<file path="src/rtl/seq_subtractor_16b.sv">
// Nibble-serial 16-bit subtractor: diff = in1 - in2 - b_in over four cycles, start/done handshake.
// Optional macro SEQ_SUB_SAT_EN saturates diff on signed overflow.
module seq_subtractor_16b #(
    parameter int unsigned NIB_W = 4
) (
    input  logic        clock,
    input  logic        reset,
    input  logic        start,
    input  logic [15:0] in1,
    input  logic [15:0] in2,
    input  logic        b_in,
    output logic        busy,
    output logic        done,
    output logic [15:0] diff,
    output logic        b_out,
    output logic        overflow
);

    localparam int unsigned DataW   = 16;
    localparam int unsigned NumNib  = DataW / NIB_W;
    localparam logic [1:0]  LastNib = 2'(NumNib - 1);

    typedef enum logic [1:0] {StIdle, StRun, StDone} state_e;

    state_e            state_q, state_d;
    logic [DataW-1:0]  a_q, a_d;
    logic [DataW-1:0]  b_q, b_d;
    logic [1:0]        k_q, k_d;
    logic              borrow_q, borrow_d;
    logic [DataW-1:0]  diff_q, diff_d;
    logic              b_out_q, b_out_d;
    logic              ovf_q, ovf_d;

    logic [NIB_W-1:0]  a_nib;
    logic [NIB_W-1:0]  b_nib;
    logic [NIB_W:0]    nib_sum;
    logic              ovf_calc;

    always_ff @(posedge clock or posedge reset) begin
        if (reset) begin
            state_q  <= StIdle;
            a_q      <= '0;
            b_q      <= '0;
            k_q      <= '0;
            borrow_q <= 1'b0;
            diff_q   <= '0;
            b_out_q  <= 1'b0;
            ovf_q    <= 1'b0;
        end else begin
            state_q  <= state_d;
            a_q      <= a_d;
            b_q      <= b_d;
            k_q      <= k_d;
            borrow_q <= borrow_d;
            diff_q   <= diff_d;
            b_out_q  <= b_out_d;
            ovf_q    <= ovf_d;
        end
    end

    // Subtraction as addition: a + ~b + ~borrow, next borrow is the inverted carry.
    always_comb begin
        a_nib   = a_q[k_q*NIB_W +: NIB_W];
        b_nib   = b_q[k_q*NIB_W +: NIB_W];
        nib_sum = {1'b0, a_nib} + {1'b0, ~b_nib} + {{NIB_W{1'b0}}, ~borrow_q};
        ovf_calc = (a_q[DataW-1] != b_q[DataW-1]) && (nib_sum[NIB_W-1] != a_q[DataW-1]);
    end

    always_comb begin
        state_d  = state_q;
        a_d      = a_q;
        b_d      = b_q;
        k_d      = k_q;
        borrow_d = borrow_q;
        diff_d   = diff_q;
        b_out_d  = b_out_q;
        ovf_d    = ovf_q;

        unique case (state_q)
            StIdle, StDone: begin
                if (start) begin
                    a_d      = in1;
                    b_d      = in2;
                    borrow_d = b_in;
                    k_d      = '0;
                    state_d  = StRun;
                end else begin
                    state_d  = StIdle;
                end
            end
            StRun: begin
                diff_d[k_q*NIB_W +: NIB_W] = nib_sum[NIB_W-1:0];
                borrow_d = ~nib_sum[NIB_W];
                k_d      = k_q + 2'd1;
                if (k_q == LastNib) begin
                    b_out_d = ~nib_sum[NIB_W];
                    ovf_d   = ovf_calc;
`ifdef SEQ_SUB_SAT_EN
                    // Clamp toward the minuend's sign; flags still describe the wrapped result.
                    if (ovf_calc) begin
                        diff_d = a_q[DataW-1] ? 16'h8000 : 16'h7FFF;
                    end
`endif
                    state_d = StDone;
                end
            end
            default: state_d = StIdle;
        endcase
    end

    assign busy     = (state_q == StRun);
    assign done     = (state_q == StDone);
    assign diff     = diff_q;
    assign b_out    = b_out_q;
    assign overflow = ovf_q;

endmodule

</file>
<file path="config.mk">
export PLATFORM = sky130hd
export DESIGN_NAME = seq_subtractor_16b
export DESIGN_NICKNAME = d
export VERILOG_FILES = /design/src/rtl/seq_subtractor_16b.sv
export SDC_FILE = /design/constraint.sdc
export NUM_CORES = 1
export LEC_CHECK = 0
export ABC_CLOCK_PERIOD_IN_PS = 5900
export BUFFER_PORTS_ARGS = -buffer_cell sky130_fd_sc_hd__buf_2
export CORE_UTILIZATION = 39
export DETAILED_ROUTE_END_ITERATION = 8
export GPL_ROUTABILITY_DRIVEN = 1
export SLEW_MARGIN = 30
export SYNTH_ARGS = -nofsm -noshare
export SYNTH_HDL_FRONTEND = slang
export SYNTH_SLANG_ARGS = --single-unit
export TNS_END_PERCENT = 5
</file>
<file path="constraint.sdc">
create_clock -name clock -period 5.9 [get_ports clock]
set_input_delay 0.295 -clock clock [delete_from_list [all_inputs] [get_ports clock]]
set_output_delay 0.295 -clock clock [all_outputs]
set_load 0.02 [all_outputs]
</file>
==> impl_metrics.ini, run 1 <==
[status]
outcome = finished, final reports clean

[worst_setup_path]
slowest_stage = mux4_1
cp_max_fo = 13
max_stage_delay_ns = 0.65
path_cells = mux4_1 -> fa_1 -> fa_1 -> xor2_1 -> o21ai_0
critical_path.most_common_cell = fa_1
setup.worst_path.end_class = flip-flop
arrival_ns = 2.91
required_ns = 6.08
path_class = reg -> reg
timing.critical_path.from_type = flip-flop

[global_routing]
antenna_found_initial = 0
grt_util_all_layers = 0.1439
grt_pass1_wl_um = 7976
overflow = 0
grt_pass1_vias = 1623
grt_max_degree = 56

[timing]
finalCritPeriodShare = 0.4627
tns_ns = 0
fmax_mhz = 366.3
finalHoldViolations = 0
fin_crit_ns = 2.730
setup_viol = 0
max_slew_margin = 0.5470
rsz0062_at_grt = no
slew_violations = 0
tightest_slew_ns = 0.6795
skew_ns = 0.01129

[final_layout]
fin_util = 0.4682
layout_common_cells = 55 x dfrtp_1, 55 x buf_2, 30 x mux2_2
layout-drive-gt1-share = 0.3968
nets = 298
areaGrowthSynthToFinish_pct = 16.24
antennaDiodeCount = 0
final_area_sq_um = 2973

[drt]
wire_per_inst_um = 13.94
vias = 1640
drcViolationCount = 0
avgViaCountPerCell = 4.985
routed_wl_um = 4585
detail-route-antenna-nets = 0
dr.pass1.iters = 4
drt_iter0_drc = 34

[cts]
tritoncts = done
cts_buffers = 5
root_buffer = clkbuf_8
clkLatencyLatePin_ns = 0.30
cts_max_level = 2
post_cts_resized = 0
post_cts_buffers = 0
path_clk_slew_ns = 0.09
clock-sinks = 55
ctsHoldBuffers = 0
clockBufferDepth = 2

[placed_design]
gp_congestion = 0.7489
dp_hpwl_um = 3388
dpl_cell_area_sq_um = 2888
portBuffers = 55

[power]
p_per_area_nw_per_um2 = 605.9
p_leak_nw = 1.422
peakVddDrop_mv = 0.2634

[synth]
postSynthAreaPerCell_sq_um = 13.18
ys_ff_latch = 55
ys_seq_area_frac = 0.5382
syn-cell-area_sq_um = 2557
syn_inst = 194
ys_types = 34
synth.net_count = 241
yosysWarnings = 0

[die]
dieArea_sq_um = 6886
die_h_um = 82.98
start_util = 0.4028
die_w_um = 82.98
core_area_sq_um = 6350
ioPinCount = 56
rows = 29

[min_path]
hold_class = in -> async

[job]
maxCapViolCount = 0
-- power by group --
| group | total [mW] | switching [mW] | internal, mW |
|---|---|---|---|
| clock network | 0.202 | 0.116 | 0.0859 |
| registers | 0.678 | 0.128 | 0.550 |
| logic | 0.921 | 0.501 | 0.420 |
-- Yosys cell counts (all sizes together) --
library cell	count	area (sq um)
a211o	1	8.760
a21oi	1	5.000
a22o	1	8.760
a22oi	1	7.510
and3b	1	8.760
buf	7	58.80
dfrtp	55	1376
fa	2	40.04
ha	9	112.6
inv	10	37.53
mux2	32	360.3
mux4	8	198.9
nand2	25	93.84
nand2b	2	12.51
nand3	1	5.000
nand3b	1	7.510
nand4	3	18.77
nand4b	1	8.760
nor2	3	11.26
nor2b	3	18.77
nor3b	1	7.510
o211ai	1	7.510
o21ai	21	108.9
o21bai	1	7.510
or3b	1	8.760
xnor2	1	8.760
xor2	1	8.760
-- path summary, 6_finish.rpt --
| path | depth (start not counted) | start | slack (ns) | to |
|---|---|---|---|---|
| setup / recovery | 5 | k_q[1]$_DFFE_PP0P_ | 3.17 | diff[14]$_DFFE_PP0P_ |
| hold / removal | 3 | reset | 0.17 | diff[4]$_DFFE_PP0P_ |
| min in group clock | 2 | in2[1] | 0.20 | b_q[1]$_DFFE_PP0P_ |
| setup reg to reg | 5 | k_q[1]$_DFFE_PP0P_ | 3.17 | diff[14]$_DFFE_PP0P_ |
| max in group asynchronous | 3 | reset | 5.28 | overflow$_DFFE_PP0P_ |
| hold reg to reg | 2 | diff[13]$_DFFE_PP0P_ | 0.48 | diff[13]$_DFFE_PP0P_ |
-- metrics by stage --
step / total power, mW / worst slack (ns) / hold slack [ns] / instances
5_1_grt: 1.977 / 2.980 / 0.1922 / 329
3_5_place_dp: 1.628 / 3.116 / 0.4655 / 321
2_1_floorplan: 1.367 / 3.452 / 0.4297 / 194
6_report: 1.801 / 3.170 / 0.1671 / 329
3_3_place_gp: 1.614 / 3.162 / 0.4575 / 321
4_1_cts: 1.838 / 3.122 / 0.1867 / 329
-- kinds of logic (layout without fill, tap and decap cells) --
logic type,after synthesis,count (layout),share of synthesized area
compound gates,27,27,0.06018
xor+xnor,2,2,0.006851
fa+ha+maj,11,11,0.05969
buf+inv,17,75,0.03767
flops,55,55,0.5382
mux,40,40,0.2187
simple gates,42,42,0.07877
-- worst max-delay path: cells and delay by family, from the launching register on --
| kind | cells | cell delay (ns) |
|---|---|---|
| muxes | 1 | 0.65 |
| adders and majority gates | 2 | 0.88 |
| AOI/OAI and AO/OA | 1 | 0.14 |
| DFF | 1 | 0.63 |
| xor gates and xnor gates | 1 | 0.31 |
-- layout make-up --
type	count	area [sq um]
Tap cell	77	96.34
Inverter	10	37.54
Timing Repair Buffer	57	290.3
Multi-Input combinational cell	122	1087
Fill cell	612	3377
Clock inverter	1	8.758
Clock buffer	7	76.32
Sequential cell	55	1376
-- sequential cells by signal, summed over array words and instances (netlist names) --
register / cells
b_q: 16
a_q: 16
k_q: 2
borrow_q: 1
state_q: 2
overflow: 1
diff: 16
b_out: 1
-- per-layer routing --
metal  part of all wire  GRT usage  wire [um]  vias up
li1                   -          -          -      799
met1               0.49     0.2018       2233      801
met2               0.47     0.2243       2140       38
met3              0.043    0.03877        197        2
met4             0.0031    0.03292         14        0
met5                  0          0          0        -
Power figures use the tool's default switching activity.
==> run 2, diff against run 1 <==
- ABC_CLOCK_PERIOD_IN_PS: 5900 -> 2750
- clock period: 5.9 -> 2.75 ns (I/O delays scaled with it)
==> run 2 against run 1 <==
  * Global-route usage is 0.98 points higher
  * Highest routed layer unchanged
  * Hold slack lost 0.12 ns
  * Maximum frequency up 9.8%
  * Sequential cell count unchanged
  * Via count rose by 1.5%
  * Largest cell class unchanged
  * Register-to-register slack got worse by 2.9 ns
  * Sequential power grew 110%
  * Setup slack got worse by 2.9 ns
  * Sequential share of layout area down 0.65 points
  * Combinational power up 130%
  * First-iteration DRC count up 110%
  * Design area rose by 1.4%
==> impl_metrics.ini, run 2 (synthesis gave the netlist of run 1 again) <==
[die]
dieArea_sq_um = 6886
start_util = 0.4028
die_w_um = 82.98
core_area_sq_um = 6350
die_h_um = 82.98
rows = 29
ioPinCount = 56

[worst_setup_path]
r2r_cells = 5
path_class = reg -> reg
reg2reg_to = diff[6]$_DFFE_PP0P_
required_ns = 2.93
regToRegSetupSlack_ns = 0.26
r2r_start = k_q[1]$_DFFE_PP0P_
setup.worst_path.end_class = flip-flop
cp_max_fo = 4
timing.critical_path.from_type = flip-flop
crit_buf_inv = 0
critical_path.most_common_cell = fa_1
path_cells = mux4_1 -> fa_1 -> fa_1 -> xor2_1 -> o21ai_0
slowest_stage = mux4_1
cp_top_family = adder cells
arrival_ns = 2.67
max_stage_delay_ns = 0.61

[global_routing]
grt_max_degree = 36
met1_usage = 0.2105
grt_pass1_wl_um = 8473
grt_util_all_layers = 0.1537
use_met3 = 0.03678
antenna_found_initial = 0
grt_use_met2 = 0.2444
overflow = 0
grt_pass1_vias = 1735
grt-busiest-layer = met2

[power]
seqPwrFrac = 0.351
p_int_mw = 2.320
p_comb_frac = 0.531
netSwitchingPower_mw = 1.637
power.share.switching = 0.4136
peakVddDrop_mv = 0.6763
p_leak_nw = 1.447
clockPowerShare = 0.118
p_per_area_nw_per_um2 = 1312

[timing]
setup_viol = 0
max_slew_margin = 0.6867
fmax_mhz = 402.3
skew_ns = 0.01036
tns_ns = 0
finalHoldViolations = 0
finalCritPeriodShare = 0.9039
rsz0062_at_grt = no
tightest_slew_ns = 0.4693
slew_violations = 0
fin_crit_ns = 2.486

[cts]
tritoncts = done
root_buffer = clkbuf_8
ctsHoldBuffers = 1
post_cts_buffers = 0
clock-sinks = 55
clkLatencyLatePin_ns = 0.31
cts_buffers = 5
cts_max_level = 2
path_clk_slew_ns = 0.10
clockBufferDepth = 2
post_cts_resized = 0

[min_path]
hold-path-endpoint = b_q[3]$_DFFE_PP0P_
hp-start = in2[3]
hold_class = in -> reg
hold_depth = 2

[placed_design]
dp_hpwl_um = 3608
portBuffers = 55
gp_congestion = 0.7311

[drt]
routed_wl_um = 4800
drcViolationCount = 0
detail-route-antenna-nets = 0
avgViaCountPerCell = 5.000
dr.pass1.iters = 4
vias = 1665
wire_per_inst_um = 14.41
drt_iter0_drc = 71

[job]
maxCapViolCount = 0

[final_layout]
areaGrowthSynthToFinish_pct = 17.91
nets = 302
fin_util = 0.4749
antennaDiodeCount = 0
layout_common_cells = 55 x dfrtp_1, 55 x buf_2, 30 x mux2_2
layout-drive-gt1-share = 0.4063

[status]
outcome = finished, final reports clean
## run 2: routing by layer
| metal | up-vias | part of all wire |
|---|---|---|
| li1 | 804 | - |
| met1 | 814 | 0.50 |
| met2 | 41 | 0.45 |
| met3 | 6 | 0.041 |
| met4 | 0 | 0.011 |
| met5 | - | 0 |
## run 2: worst max path at each step
| stage | startpoint | depth (start not counted) | endpoint |
|---|---|---|---|
| 2_1_floorplan | k_q[1]$_DFFE_PP0P_ | 8 | borrow_q$_DFFE_PP0P_ |
| 3_3_place_gp | k_q[1]$_DFFE_PP0P_ | 5 | diff[14]$_DFFE_PP0P_ |
| 3_5_place_dp | k_q[1]$_DFFE_PP0P_ | 5 | diff[6]$_DFFE_PP0P_ |
| 4_1_cts | k_q[1]$_DFFE_PP0P_ | 5 | diff[6]$_DFFE_PP0P_ |
| 5_1_grt | k_q[1]$_DFFE_PP0P_ | 5 | diff[6]$_DFFE_PP0P_ |
| 6_report | k_q[1]$_DFFE_PP0P_ | 5 | diff[6]$_DFFE_PP0P_ |
## run 2: worst register-to-register path, stage by stage, from the launching register on
cell	delay (ns)
dfrtp_1	0.38
mux4_1	0.61
fa_1	0.46
fa_1	0.42
xor2_1	0.34
o21ai_0	0.16
## run 2: power groups by stage
stage	Sequential, mW	Combinational, mW	Clock (mW)
final	1.39	2.10	0.466
after global routing	1.44	2.37	0.514
after CTS	1.40	2.15	0.487
after detailed placement	1.42	2.14	0
after global placement	1.41	2.09	0
after floorplan	1.46	1.47	0
## run 2: cell type report
class | count | area [sq um]
tap | 77 | 96.34
timing repair buffer | 61 | 322.8
clock inverter | 1 | 8.758
inverter | 10 | 37.54
fill | 587 | 3334
multi-input combinational | 122 | 1087
sequential | 55 | 1376
clock buffer | 7 | 86.33
## run 2: stage by stage
| stage | instance area [sq um] | setup slack [ns] | cells | power [mW] | hold slack (ns) |
|---|---|---|---|---|---|
| floorplan | 2557 | 0.3017 | 194 | 2.932 | 0.2722 |
| global placement | 2910 | 0.2821 | 324 | 3.499 | 0.1831 |
| detailed placement | 2910 | 0.2620 | 324 | 3.560 | 0.1874 |
| CTS | 3015 | 0.2493 | 333 | 4.032 | 0.03096 |
| global route | 3015 | 0.1076 | 333 | 4.326 | 0.04022 |
| finish | 3015 | 0.2642 | 333 | 3.957 | 0.04298 |
==> run 3, diff against run 2 <==
- PLACE_DENSITY: not set -> 0.72
==> run 3 against run 2 <==
  * The flow now finishes with violations (DRC)
  * Sequential power barely moved
  * Critical path depth grew 2
  * Critical path type unchanged
  * Die area unchanged
  * Global-route usage grew 0.19 points
  * Combinational power barely moved
  * Wire length rose by 2.8%
==> impl_metrics.ini, run 3 (synthesis gave the netlist of run 1 again) <==
[drt]
drt_iter0_drc = 112
drcViolationCount = 2
vias = 1667
detail-route-antenna-nets = 0
wire_per_inst_um = 14.82
dr.pass1.iters = 6
routed_wl_um = 4934
avgViaCountPerCell = 5.006

[cts]
tritoncts = done
clkLatencyLatePin_ns = 0.32
cts_buffers = 5
clockBufferDepth = 2
cts_max_level = 2
root_buffer = clkbuf_8
path_clk_slew_ns = 0.10
clock-sinks = 55

[global_routing]
met1_usage = 0.2117
grt_max_degree = 56
overflow = 0
antenna_found_initial = 0
use_met3 = 0.05268
grt-busiest-layer = met2
grt_pass1_wl_um = 8487
grt_use_met2 = 0.2407
grt_pass1_vias = 1792
grt_util_all_layers = 0.1557

[final_layout]
antennaDiodeCount = 0
fin_util = 0.4818
layout_common_cells = 55 x dfrtp_1, 55 x buf_2, 30 x mux2_2
areaGrowthSynthToFinish_pct = 19.62
multi_input_area_sq_um = 1087
fillers = 586
nets = 302
layout-drive-gt1-share = 0.4102
regArea_sq_um = 1376

[worst_setup_path]
setup.worst_path.end_class = flip-flop
path_class = reg -> reg
path_cells = buf_4 -> mux4_2 -> inv_1 -> fa_1 -> fa_1 -> xor2_1 -> o21ai_0
required_ns = 2.95
critical_path.most_common_cell = fa_1
cp_max_fo = 6
slowest_stage = fa_1
max_stage_delay_ns = 0.47
regToRegSetupSlack_ns = 0.25
timing.critical_path.from_type = flip-flop
arrival_ns = 2.70

[timing]
tns_ns = 0
fin_crit_ns = 2.497
max_slew_margin = 0.5539
finalHoldViolations = 0
fmax_mhz = 400.5
slew_violations = 0
holdWs_ns = 0.02848
skew_ns = 0.009801
finalCritPeriodShare = 0.9080
setup_viol = 0
tightest_slew_ns = 0.6691
fin_ws_ns = 0.2529
rsz0062_at_grt = no

[power]
p_total_mw = 4.150
p_leak_nw = 1.463
p_per_area_nw_per_um2 = 1356
peakVddDrop_mv = 0.7870

[die]
start_util = 0.4028
die_w_um = 82.98
ioPinCount = 56
core_area_sq_um = 6350
rows = 29
dieArea_sq_um = 6886
die_h_um = 82.98

[placed_design]
portBuffers = 55
dp_hpwl_um = 3628
gp_congestion = 0.8011
pre_cts_ws_ns = 0.2332

[job]
maxCapViolCount = 0

[status]
outcome = complete, but fails checks
failed_checks = DRC

[min_path]
hold_class = in -> reg
-- run 3: cell type report --
type,instances,share of cell area
tap,77,0.03149
clock inverter,3,0.02209
multi-input combinational,122,0.3554
timing repair buffer,61,0.1055
clock buffer,5,0.02249
inverter,10,0.01309
sequential,55,0.4499
-- run 3: worst max-delay path: cells and delay by family, from the launching register on --
family                     cells  cell delay, ns
adders and majority gates      2            0.90
DFF                            1            0.45
muxes                          1            0.32
xor gates and xnor gates       1            0.31
buffers and inverters          2            0.24
AOI/OAI and AO/OA              1            0.16
-- run 3: where the power goes --
part           total [mW]  switching (mW)  leakage [nW]  internal, mW
clock network       0.638           0.275        0.0644         0.363
logic                2.11            1.17         0.718         0.938
registers            1.40           0.219         0.680          1.18
-- run 3: final timing paths --
kind | to | start | cells past startpoint
min | b_q[3]$_DFFE_PP0P_ | in2[3] | 2
max | diff[6]$_DFFE_PP0P_ | k_q[0]$_DFFE_PP0P_ | 7
max in group asynchronous | b_q[1]$_DFFE_PP0P_ | reset | 3
min in group asynchronous | diff[5]$_DFFE_PP0P_ | reset | 3
min reg2reg | diff[9]$_DFFE_PP0P_ | diff[9]$_DFFE_PP0P_ | 2
max reg2reg | diff[6]$_DFFE_PP0P_ | k_q[0]$_DFFE_PP0P_ | 7
-- run 3: repair_timing --
item	4_1_cts	5_1_grt
setup endpoints to repair	0	0
buffers inserted	0	0
resized for setup	0	0
hold buffers	1	0
endpoints found under the hold margin	55	0
-- run 3: stage by stage --
stage                     cell area (sq um)  instances
after floorplan                        2557        194
after global placement                 2910        324
after detailed placement               2913        324
after CTS                              3059        333
after global routing                   3059        333
final                                  3059        333
-- run 3: metal layers --
metal  vias to the layer above  wire (um)  share of wire
met4                         0         42         0.0085
met1                       806       2287           0.46
met5                         -          0              0
met3                         4        285          0.058
met2                        51       2318           0.47
li1                        806          -              -
